<file path="src/rtl/irq_controller_pkg.sv">
// Shared types and default widths for the interrupt controller slice.
package irq_controller_pkg;

    localparam int M_DEF = 8;
    localparam int N_DEF = 3;

    typedef enum logic [1:0] {
        IDLE    = 2'd0,
        REQ     = 2'd1,
        SERVICE = 2'd2
    } state_t;

endpackage

</file>
<file path="src/rtl/priority_encoder.sv">
// Combinational priority encoder: the highest set bit wins.
module priority_encoder
    import irq_controller_pkg::*;
#(
    parameter int m = M_DEF,
    parameter int n = N_DEF
) (
    input  logic [m-1:0] bits,
    output logic [n-1:0] idx,
    output logic         any_set
);

    // Later iterations overwrite earlier ones, so the top set bit ends up in idx.
    always_comb begin
        idx = '0;
        for (int i = 0; i < m; i++) begin
            if (bits[i]) begin
                idx = n'(i);
            end
        end
    end

    assign any_set = |bits;

endmodule

</file>
<file path="src/rtl/irq_controller.sv">
// Edge-captured, maskable interrupt front-end presenting one request at a time
// to the CPU through a valid/ack/eoi handshake.
module irq_controller
    import irq_controller_pkg::*;
#(
    parameter int m = M_DEF,
    parameter int n = N_DEF
) (
    input  logic         clk,
    input  logic         rst_n,
    input  logic [m-1:0] req,
    input  logic         mask_we,
    input  logic [m-1:0] mask_in,
    output logic         irq_valid,
    output logic [n-1:0] irq_id,
    input  logic         irq_ack,
    input  logic         eoi,
    output logic         in_service,
    output logic [m-1:0] pending
);

    state_t       state_reg, state_next;
    logic [m-1:0] req_d_reg;
    logic [m-1:0] pending_reg, pending_next;
    logic [m-1:0] mask_reg;
    logic [n-1:0] irq_id_reg, irq_id_next;
    logic         irq_valid_reg, irq_valid_next;
    logic         in_service_reg, in_service_next;

    logic [m-1:0] rise;
    logic [m-1:0] active;
    logic [m-1:0] clr;
    logic [n-1:0] win_idx;
    logic         any_active;

    assign rise   = req & ~req_d_reg;
    assign active = pending_reg & ~mask_reg;

    priority_encoder #(
        .m(m),
        .n(n)
    ) u_prio (
        .bits    (active),
        .idx     (win_idx),
        .any_set (any_active)
    );

    always_comb begin
        state_next      = state_reg;
        irq_valid_next  = irq_valid_reg;
        irq_id_next     = irq_id_reg;
        in_service_next = in_service_reg;
        clr             = '0;
        case (state_reg)
            IDLE: begin
                if (any_active) begin
                    irq_id_next    = win_idx;
                    irq_valid_next = 1'b1;
                    state_next     = REQ;
                end
            end
            REQ: begin
                // irq_id stays frozen here; only the ack moves us on.
                if (irq_ack) begin
                    clr[irq_id_reg] = 1'b1;
                    irq_valid_next  = 1'b0;
                    in_service_next = 1'b1;
                    state_next      = SERVICE;
                end
            end
            SERVICE: begin
                if (eoi) begin
                    in_service_next = 1'b0;
                    state_next      = IDLE;
                end
            end
            default: begin
                irq_valid_next  = 1'b0;
                in_service_next = 1'b0;
                state_next      = IDLE;
            end
        endcase
        // A fresh edge in the same cycle as the ack keeps the line pending.
        pending_next = (pending_reg & ~clr) | rise;
    end

    always_ff @(posedge clk or negedge rst_n) begin
        if (!rst_n) begin
            state_reg      <= IDLE;
            req_d_reg      <= '0;
            pending_reg    <= '0;
            mask_reg       <= '0;
            irq_id_reg     <= '0;
            irq_valid_reg  <= 1'b0;
            in_service_reg <= 1'b0;
        end else begin
            state_reg      <= state_next;
            req_d_reg      <= req;
            pending_reg    <= pending_next;
            irq_id_reg     <= irq_id_next;
            irq_valid_reg  <= irq_valid_next;
            in_service_reg <= in_service_next;
            if (mask_we) begin
                mask_reg <= mask_in;
            end
        end
    end

    assign irq_valid  = irq_valid_reg;
    assign irq_id     = irq_id_reg;
    assign in_service = in_service_reg;
    assign pending    = pending_reg;

endmodule

</file>
<file path="config.mk">
export PLATFORM = sky130hd
export DESIGN_NAME = irq_controller
export DESIGN_NICKNAME = d
export VERILOG_FILES = /design/src/rtl/irq_controller_pkg.sv /design/src/rtl/priority_encoder.sv /design/src/rtl/irq_controller.sv
export SDC_FILE = /design/constraint.sdc
export NUM_CORES = 1
export LEC_CHECK = 0
export CAP_MARGIN = 20
export CORE_UTILIZATION = 50
export CTS_CLUSTER_DIAMETER = 40
export DETAILED_ROUTE_END_ITERATION = 10
export PLACE_DENSITY = 0.85
export SLEW_MARGIN = 20
export SYNTH_ARGS = -nofsm -noshare
export SYNTH_HDL_FRONTEND = slang
export SYNTH_HIERARCHICAL = 1
export SYNTH_SLANG_ARGS = --single-unit
</file>
<file path="constraint.sdc">
create_clock -name clk -period 4.22 [get_ports clk]
set_input_delay 0.844 -clock clk [delete_from_list [all_inputs] [get_ports clk]]
set_output_delay 0.844 -clock clk [all_outputs]
set_load 0.005 [all_outputs]
</file>
==> results of run 1 <==
-- logic make-up (layout without fill, tap and decap cells) --
kind of cell / count (synthesis) / in the layout / share of synthesized area, %
buffers and inverters: 14 / 54 / 4.770
muxes: 12 / 12 / 10.42
DFF: 31 / 31 / 60.37
and+or+nand+nor: 26 / 26 / 13.24
AOI/OAI and AO/OA: 25 / 25 / 11.20
-- metal layers --
| metal | up-vias | track usage, % |
|---|---|---|
| met5 | - | 0 |
| met4 | 0 | 12.72 |
| met3 | 4 | 6.087 |
| met2 | 33 | 34.81 |
| met1 | 451 | 26.09 |
| li1 | 447 | - |
-- path summary, 6_finish.rpt --
kind                               from    endpoint  slack [ns]
min in group asynchronous         rst_n   irq_id[2]        0.91
hold / removal             req_d_reg[0]  pending[0]        0.41
setup reg to reg             pending[6]   irq_id[1]        2.53
max in group asynchronous         rst_n  in_service        3.04
setup / recovery              irq_id[1]   irq_id[1]        2.03
hold reg to reg            req_d_reg[0]  pending[0]        0.41
-- report_power, final --
part | total [mW] | leakage (nW) | switching [mW] | internal [mW]
logic | 0.277 | 0.335 | 0.104 | 0.173
registers | 0.438 | 0.338 | 0.0786 | 0.359
clock network | 0.155 | 0.0293 | 0.0903 | 0.0648
total | 0.870 | 0.702 | 0.273 | 0.597
-- final cells by class --
type,instances,area share [%]
inverters,12,2.659
clock inverters,1,0.2954
repair buffers,34,19.94
clock buffers,7,2.659
well taps,30,2.216
flip-flops and latches,31,45.79
multi-input cells,63,26.44
-- synthesized netlist by cell type (all sizes together) --
library cell | number | area [µm²]
nor2b | 8 | 50.05
nand4 | 1 | 6.260
nand4bb | 1 | 27.53
nor3b | 1 | 18.77
nor2 | 6 | 22.52
o31ai | 4 | 35.03
nand2b | 2 | 12.51
buf | 2 | 16.26
nand2 | 5 | 18.77
nand4b | 1 | 8.760
inv | 12 | 45.04
nand3 | 1 | 5.000
mux2 | 11 | 123.9
o21ai | 17 | 85.08
a21oi | 4 | 23.77
mux2i | 1 | 10.01
dfrtp | 31 | 775.7
-- cells in the final DEF (no fill, tap or decap), types with 5 or more instances in the layout --
master and count:
nor2_1 6, nand2_1 5, dfrtp_1 31, o21ai_0 15, inv_1 11, clkdlybuf4s50_1 33, mux2_2 11, clkbuf_4 5
nor2b_1 8
-- metrics by stage --
step / power (mW) / std cells
5_1_grt: 0.9279 / 178
2_1_floorplan: 0.5796 / 108
4_1_cts: 0.8789 / 178
6_report: 0.8699 / 178
3_5_place_dp: 0.7200 / 170
3_3_place_gp: 0.7036 / 170
==> summary.md, run 1 <==
| Metric | Value |
|---|---|
| Hold buffers post-CTS | `0` |
| Worst-Skew Late Latency | `between 0.3 and 0.4 ns` |
| GRT Overall Usage | `a little over a fifth` |
| Final hold viol count | `0` |
| CTS Root Buffer Type | `clkbuf_4` |
| Synthesized area | `1285 µm²` |
| CP Max Fanout | `7` |
| Met3 wire length | `between 100 and 150 µm` |
| Syn Inst Count | `roughly 110` |
| Footprint of the multi-input gates | `between 400 and 500 µm²` |
| CP Depth | `1` |
| Yosys cell types | `22` |
| Antenna violations before repair | `0` |
| 1st-iter DRT viols | `11` |
| Drt total wl | `approximately 2.5 mm` |
| Slew Viols, Final | `0` |
| Leakage | `0.7018 nW` |
| Worst R2R Path Depth | `5` |
| N_diodes | `0` |
| Clk sinks | `31` |
| Area growth from synthesis to final layout | `31.84%` |
| Crit-path slowest cell | `clkdlybuf4s50_1` |
| Die area | `~2800 µm²` |
| Max Root-Sink Buffers | `2` |
| Worst slew margin | `74.95%` |
| Vias in the first global route | `956` |
| Final setup vio count | `0` |
| Crit-path cells | `clkdlybuf4s50_1` |
| Met1 wire length | `between 1 and 1.5 mm` |
| Global-route wire length before repair | `4.153 mm` |
| Initial Util | `between 50% and 60%` |
| Max-Cap Viols | `0` |
| CTS clk-pin slew, worst paths | `0.09 ns` |
| RSZ-0062 raised after global routing | `no` |
| Grt total ovfl | `0` |
| Final Core Density | `between 60% and 70%` |
| Die span in y | `52.70 µm` |
| H-tree depth | `2` |
| Core area | `2455 µm²` |
| Setup Skew | `between 0.006 and 0.007 ns` |
| CP Class | `reg -> out` |
| FP Rows | `18` |
| Final #Nets | `168` |
| Final period util | `between 50% and 60%` |
| Input/output buffers | `33` |
| Pwr/cell area | `between 500 and 600 nW/µm²` |
| Via/cell ratio | `between 5 and 6` |
| Fin Hold WS | `0.4137 ns` |
| DR DRC count | `0` |
| Die W | `roughly 53 µm` |
| Crit path max-delay family | `buffers and inverters` |
| Req. time, crit path | `roughly 3.4 ns` |
| Sequential Area | `775.7 µm²` |
| Hold Path Class | `reg -> reg` |
| Drt pass-1 iters | `4` |
| WL met2 | `roughly 1.2 mm` |
| CP Launch Type | `register` |
| Yosys reg bits | `31` |
| Peak Freq | `455.6 MHz` |
| Routed WL per cell | `between 10 and 15 µm` |
| Synth warn | `6` |
| Critical Path Sink Type | `output port` |
| Register area share after synthesis | `60.37%` |
| Worst Path Arrival | `between 1 and 1.5 ns` |
| Buf/Inv on CP | `1` |
| Filler cells | `189` |
| Post-Syn Nets | `around 130` |
| Worst hold stages | `1` |
| # IOs | `34` |
| Max layer used | `met4` |
| Status | `completed` |
| DP Area | `between 1500 and 2000 µm²` |
| Worst slew pin tran | `between 0.3 and 0.4 ns` |
| Fraction of layout cells with a size suffix above 1 | `roughly 16%` |
| Worst ir drop on vdd | `between 0.0003 and 0.0004 V` |
| Setup WS post-layout | `around 2.0 ns` |
| Fin crit period | `2.195 ns` |
| Gpl congestion | `around 0.82` |
| Via count | `935` |
| Setup TNS | `0 ns` |
| TritonCTS buffer count | `5` |
| Syn avg cell area | `11.90 µm²` |
| Crit-path max cell delay | `0.55 ns` |
| Largest net degree at the start of global routing | `32` |
| Design Area, Final | `around 1700 µm²` |
| Postcts setup bufs | `0` |
| Dpl ws | `approximately 2.1 ns` |
| Post-DP HPWL | `between 1.5 and 2 mm` |
| CTS resizes | `0` |
| CTS tree | `built` |
| Antenna violation net count after detailed routing | `0` |
No activity file was read; power rests on OpenSTA's default activity.
==> run 2: changes to the inputs <==
--- a/config.mk
+++ b/config.mk
@@ -6,10 +6,10 @@
 export NUM_CORES = 1
 export LEC_CHECK = 0
 export CAP_MARGIN = 20
-export CORE_UTILIZATION = 50
+export CORE_UTILIZATION = 42
 export CTS_CLUSTER_DIAMETER = 40
 export DETAILED_ROUTE_END_ITERATION = 10
-export PLACE_DENSITY = 0.85
+export PLACE_DENSITY = 0.76
 export SLEW_MARGIN = 20
 export SYNTH_ARGS = -nofsm -noshare
 export SYNTH_HDL_FRONTEND = slang
==> constraint.sdc (replaced) <==
create_clock -name clk -period 1.9 [get_ports clk]
set_input_delay 0.38 -clock clk [delete_from_list [all_inputs] [get_ports clk]]
set_output_delay 0.38 -clock clk [all_outputs]
set_load 0.005 [all_outputs]
==> run 2 against run 1 <==
  * Wire length up 4.8%
  * Register-to-register slack lost 2.3 ns
  * Critical path depth unchanged
  * Clock skew decreased by 0.0011 ns
  * Final area is essentially flat
  * Critical endpoint unchanged
==> summary.md, run 2 (same netlist as run 1, synthesis figures left out) <==
| Metric | Value |
|---|---|
| Status | `completed (unchanged)` |
| Drt pass-1 iters | `7 (was 4)` |
| Hold buffers post-CTS | `0 (unchanged)` |
| Pwr/cell area | `1151 nW/µm² (was 513.5 nW/µm²)` |
| Max-Cap Viols | `0 (unchanged)` |
| CP Class | `reg -> out (unchanged)` |
| Hold_sp | `req_d_reg[0] (unchanged)` |
| Die W | `57.31 µm (was 52.70 µm)` |
| Req. time, crit path | `1.52 ns (was 3.38 ns)` |
| Drt total wl | `2.618 mm (was 2.499 mm)` |
| Crit-path max cell delay | `0.55 ns (about the same)` |
| Postcts setup bufs | `0 (unchanged)` |
| Core area | `2829 µm² (was 2455 µm²)` |
| Crit path max-delay family | `buffers and inverters (unchanged)` |
| Buf/Inv on CP | `1 (unchanged)` |
| Input/output buffers | `33 (unchanged)` |
| Max Root-Sink Buffers | `2 (unchanged)` |
| Final period util | `between 90% and 100%` |
| Worst slew margin | `72.79% (was 74.95%)` |
| Setup WS post-layout | `0.1679 ns (was 2.025 ns)` |
| CTS clk-pin slew, worst paths | `0.09 ns (about the same)` |
| Initial Util | `45.42% (was 52.34%)` |
| Leakage | `0.7018 nW (unchanged)` |
| Most frequent cells in the layout | `clkdlybuf4s50_1, dfrtp_1, o21ai_0, inv_1, mux2_2 (unchanged)` |
| Fin crit period | `approximately 1.7 ns` |
| H-tree depth | `2 (unchanged)` |
| Design Area, Final | `1695 µm² (was 1694 µm²)` |
| TritonCTS buffer count | `5 (unchanged)` |
| N_diodes | `0 (unchanged)` |
| CTS tree | `built (unchanged)` |
| Commonest non-fill, non-tap cell in the layout | `clkdlybuf4s50_1 (unchanged)` |
| Final setup vio count | `0 (unchanged)` |
| FP Rows | `19 (was 18)` |
| Die area | `3284 µm² (was 2777 µm²)` |
| CP Max Fanout | `7 (unchanged)` |
| Crit-path slowest cell | `clkdlybuf4s50_1 (unchanged)` |
| Vias in the first global route | `974 (was 956)` |
| DP Area | `1645 µm² (was 1644 µm²)` |
| Final #Nets | `168 (unchanged)` |
| Critical Path Sink Type | `output port (unchanged)` |
| GRT Overall Usage | `18.63% (was 21.82%)` |
| 1st-iter DRT viols | `7 (was 11)` |
| Gpl congestion | `0.7739 (was 0.8208)` |
| Worst-Skew Late Latency | `0.31 ns (was 0.32 ns)` |
| Grt total ovfl | `0 (unchanged)` |
| Crit-path cells | `clkdlybuf4s50_1 (unchanged)` |
| RSZ-0062 raised after global routing | `no (unchanged)` |
| Setup Skew | `0.005842 ns (was 0.006954 ns)` |
| CTS Root Buffer Type | `clkbuf_4 (unchanged)` |
| Largest net degree at the start of global routing | `32 (unchanged)` |
| Via count | `924 (was 935)` |
| Worst slew pin tran | `0.4069 ns (was 0.3757 ns)` |
| Worst ir drop on vdd | `0.0005937 V (was 0.0003027 V)` |
| Overall power | `1.952 mW (was 0.8699 mW)` |
| Hold Path Class | `reg -> reg (unchanged)` |
| CP Launch Type | `register (unchanged)` |
| Peak Freq | `between 500 and 600 MHz` |
| Dpl ws | `0.1617 ns (was 2.102 ns)` |
| Antenna violation net count after detailed routing | `0 (unchanged)` |
| DR DRC count | `0 (unchanged)` |
| Routed WL per cell | `14.63 µm (was 14.04 µm)` |
| Post-DP HPWL | `1.938 mm (was 1.831 mm)` |
| FF-to-FF Start | `pending[6] (unchanged)` |
| Setup TNS | `0 ns (unchanged)` |
| Via/cell ratio | `5.162 (was 5.253)` |
| Fraction of layout cells with a size suffix above 1 | `15.54% (unchanged)` |
| Antenna violations before repair | `0 (unchanged)` |
| CP startpoint | `irq_id[1] (unchanged)` |
| Die span in y | `57.31 µm (was 52.70 µm)` |
| Area growth from synthesis to final layout | `31.94% (was 31.84%)` |
| # IOs | `34 (unchanged)` |
| Slew Viols, Final | `0 (unchanged)` |
| Final hold viol count | `0 (unchanged)` |
| Clk sinks | `31 (unchanged)` |
| Global-route wire length before repair | `4.519 mm (was 4.153 mm)` |
| CTS resizes | `0 (unchanged)` |
| Worst Path Arrival | `1.35 ns (about the same)` |
## run 2: final timing paths
check,end,slack [ns],cells after the start
min reg2reg,pending[0],0.43,1
min,pending[0],0.43,1
max in group asynchronous,irq_id[0],1.16,2
min in group asynchronous,req_d_reg[1],0.45,2
max,irq_id[1],0.17,1
max reg2reg,irq_id[0],0.22,5
## run 2: power breakdown
part	total, mW	switching [mW]	internal [mW]
logic	0.627	0.243	0.385
registers	0.971	0.173	0.798
clock network	0.353	0.209	0.144
total	1.95	0.625	1.33
## run 2: cell type report
cell class	count	area, µm²
fill	244	1134
sequential	31	775.7
multi-input combinational	63	447.9
timing repair buffer	34	337.8
clock buffer	7	45.04
inverter	12	45.04
tap	31	38.79
clock inverter	1	5.005
## run 2: stage by stage
step                      util (%)  instances  hold slack, ns
after floorplan                  -        108         0.08441
after global placement       58.16        171          0.3955
after detailed placement     58.16        171          0.4181
after CTS                    59.93        179          0.4312
after global routing         59.93        179          0.4420
final                        59.93        179          0.4255
## run 2: per-layer routing
metal	track usage (%)	vias to the layer above	wire length (µm)
li1	-	444	-
met1	23.04	459	1119
met2	29.92	19	1371
met4	9.059	0	21
met3	5.669	2	106
met5	0	-	0
==> run 3: changes to the inputs <==
--- a/config.mk
+++ b/config.mk
@@ -5,11 +5,12 @@
 export SDC_FILE = /design/constraint.sdc
 export NUM_CORES = 1
 export LEC_CHECK = 0
-export CAP_MARGIN = 20
+export CAP_MARGIN = 25
 export CORE_UTILIZATION = 42
 export CTS_CLUSTER_DIAMETER = 40
 export DETAILED_ROUTE_END_ITERATION = 10
 export PLACE_DENSITY = 0.76
+export RECOVER_POWER = 50
 export SLEW_MARGIN = 20
 export SYNTH_ARGS = -nofsm -noshare
 export SYNTH_HDL_FRONTEND = slang
==> run 3 against run 2 <==
  * Die area unchanged
  * Clock skew about the same
  * First-iteration DRC count unchanged
  * Critical path type unchanged
  * Critical endpoint unchanged
==> summary.md, run 3 (same netlist as run 1, synthesis figures left out) <==
| Metric | Value |
|---|---|
| Internal power | `1.322 mW (was 1.326 mW)` |
| Hold_sp | `req_d_reg[0] (unchanged)` |
| Worst hold stages | `1 (unchanged)` |
| FF-to-FF Start | `pending[6] (unchanged)` |
| Most frequent cells in the layout | `dfrtp_1, clkdlybuf4s50_1, o21ai_0, inv_1, mux2_2 (was clkdlybuf4s50_1, dfrtp_1, o21ai_0, inv_1, mux2_2)` |
| Gpl congestion | `0.7739 (unchanged)` |
| RSZ-0062 raised after global routing | `no (unchanged)` |
| Critical R2R Capture | `irq_id[0] (unchanged)` |
| Input/output buffers | `33 (unchanged)` |
| Req. time, crit path | `1.52 ns (about the same)` |
| Global-route wire length before repair | `4.519 mm (unchanged)` |
| Initial Util | `45.42% (unchanged)` |
| DP Area | `1645 µm² (unchanged)` |
| Postcts setup bufs | `0 (unchanged)` |
| Pwr/cell area | `1150 nW/µm² (was 1151 nW/µm²)` |
| Commonest non-fill, non-tap cell in the layout | `dfrtp_1 (was clkdlybuf4s50_1)` |
| # IOs | `34 (unchanged)` |
| Crit-path cells | `clkdlybuf4s50_1 (unchanged)` |
| CTS tree | `built (unchanged)` |
| Net switching power | `0.6252 mW (about the same)` |
| Die W | `57.31 µm (unchanged)` |
| Largest net degree at the start of global routing | `32 (unchanged)` |
| Crit-path max cell delay | `0.55 ns (about the same)` |
| Final #Nets | `168 (unchanged)` |
| Routed WL per cell | `14.61 µm (was 14.63 µm)` |
| Hold Path Class | `reg -> reg (unchanged)` |
| Crit path max-delay family | `buffers and inverters (unchanged)` |
| Antenna violations before repair | `0 (unchanged)` |
| CTS resizes | `0 (unchanged)` |
| Flop2flop setup slack | `0.22 ns (about the same)` |
| Logic pwr share | `32.0% (was 32.1%)` |
| Clk sinks | `31 (unchanged)` |
| Peak Freq | `577.4 MHz (was 577.3 MHz)` |
| Vias in the first global route | `974 (unchanged)` |
| Grt total ovfl | `0 (unchanged)` |
| N_diodes | `0 (unchanged)` |
| FP Rows | `19 (unchanged)` |
| Status | `completed (unchanged)` |
| Via/cell ratio | `5.162 (unchanged)` |
| Drt total wl | `2.616 mm (was 2.618 mm)` |
| Sequential Power Share | `49.9% (was 49.8%)` |
| Setup Skew | `0.005842 ns (about the same)` |
| Worst-Skew Late Latency | `0.31 ns (about the same)` |
| GRT Overall Usage | `18.63% (unchanged)` |
| Final setup vio count | `0 (unchanged)` |
| Final hold viol count | `0 (unchanged)` |
| Crit-path slowest cell | `clkdlybuf4s50_1 (unchanged)` |
| H-tree depth | `2 (unchanged)` |
| Design Area, Final | `1693 µm² (was 1695 µm²)` |
| CTS Root Buffer Type | `clkbuf_4 (unchanged)` |
| Critical Path Sink Type | `output port (unchanged)` |
| Max-Cap Viols | `0 (unchanged)` |
| Hold buffers post-CTS | `0 (unchanged)` |
| Fin crit period | `1.732 ns (about the same)` |
| Max Root-Sink Buffers | `2 (unchanged)` |
| Slew Viols, Final | `0 (unchanged)` |
| Area growth from synthesis to final layout | `31.74% (was 31.94%)` |
| CP Launch Type | `register (unchanged)` |
| Worst R2R Path Depth | `5 (unchanged)` |
| Clock power share | `18.1% (about the same)` |
| CP Class | `reg -> out (unchanged)` |
| Fraction of layout cells with a size suffix above 1 | `15.54% (unchanged)` |
| TritonCTS buffer count | `5 (unchanged)` |
| Leakage | `0.7035 nW (was 0.7018 nW)` |
| Setup TNS | `0 ns (unchanged)` |
| 1st-iter DRT viols | `7 (unchanged)` |
| Buf/Inv on CP | `1 (unchanged)` |
| Via count | `924 (unchanged)` |
| Die area | `3284 µm² (unchanged)` |
| Final period util | `91.16% (about the same)` |
| CP Max Fanout | `7 (unchanged)` |
| Switching share of total power | `32.11% (was 32.04%)` |
| Worst ir drop on vdd | `0.0005936 V (was 0.0005937 V)` |
| Worst slew pin tran | `0.7615 ns (was 0.4069 ns)` |
| Drt pass-1 iters | `7 (unchanged)` |
| DR DRC count | `0 (unchanged)` |
| Worst slew margin | `49.23% (was 72.79%)` |
| Worst Path Arrival | `1.35 ns (about the same)` |
| CTS clk-pin slew, worst paths | `0.09 ns (about the same)` |
| Post-DP HPWL | `1.938 mm (unchanged)` |
| Hold worst-path end | `pending[0] (unchanged)` |
| Die span in y | `57.31 µm (unchanged)` |
| Filler cells | `244 (unchanged)` |
| Core area | `2829 µm² (unchanged)` |
| Antenna violation net count after detailed routing | `0 (unchanged)` |
## run 3: changes by cell type in the layout (fill, tap and decap cells not counted), sizes merged
cell and change:
clkdlybuf4s50 -9, clkbuf +1, buf -1, dlygate4sd3 +9
## run 3: layer usage
metal | global-route usage [%] | vias to the layer above | part of all wire (%)
li1 | - | 444 | -
met1 | 23.04 | 459 | 43
met2 | 29.92 | 19 | 52
met3 | 5.669 | 2 | 4.1
met4 | 9.059 | 0 | 0.80
met5 | 0 | - | 0
## run 3: layout make-up
class | count | area (µm²) | share of cell area (%)
clock buffers | 7 | 45.04 | 2.661
well taps | 31 | 38.79 | 2.291
inverters | 12 | 45.04 | 2.661
flip-flops and latches | 31 | 775.7 | 45.82
repair buffers | 34 | 335.3 | 19.81
clock inverters | 1 | 5.005 | 0.2956
multi-input cells | 63 | 447.9 | 26.46
## run 3: worst max-delay path by stage
stage	start	to	slack, ns	cells past startpoint
2_1_floorplan	pending[6]	irq_id[0]	0.39	5
3_3_place_gp	irq_ack	pending[3]	0.21	4
4_1_cts	irq_id[2]	irq_id[2]	0.16	1
6_report	irq_id[1]	irq_id[1]	0.17	1
5_1_grt	irq_id[2]	irq_id[2]	0.11	1
3_5_place_dp	irq_ack	pending[3]	0.16	4
## run 3: power by group through the flow
stage	combinational, mW	clock (mW)	sequential, mW
floorplan	0.367	0	0.921
global placement	0.606	0	0.969
detailed placement	0.628	0	0.981
CTS	0.633	0.367	0.969
global route	0.676	0.402	0.995
finish	0.623	0.353	0.971
## run 3: stage by stage
step                hold slack, ns  utilization [%]  cells  power (mW)  setup slack [ns]
detailed placement          0.4181            58.16    171       1.609            0.1617
global route                0.4420            59.84    179       2.073            0.1097
CTS                         0.4312            59.93    179       1.969            0.1619
global placement            0.3955            58.16    171       1.575            0.2137
finish                      0.4255            59.84    179       1.947            0.1680
floorplan                  0.08441                -    108       1.287            0.3945
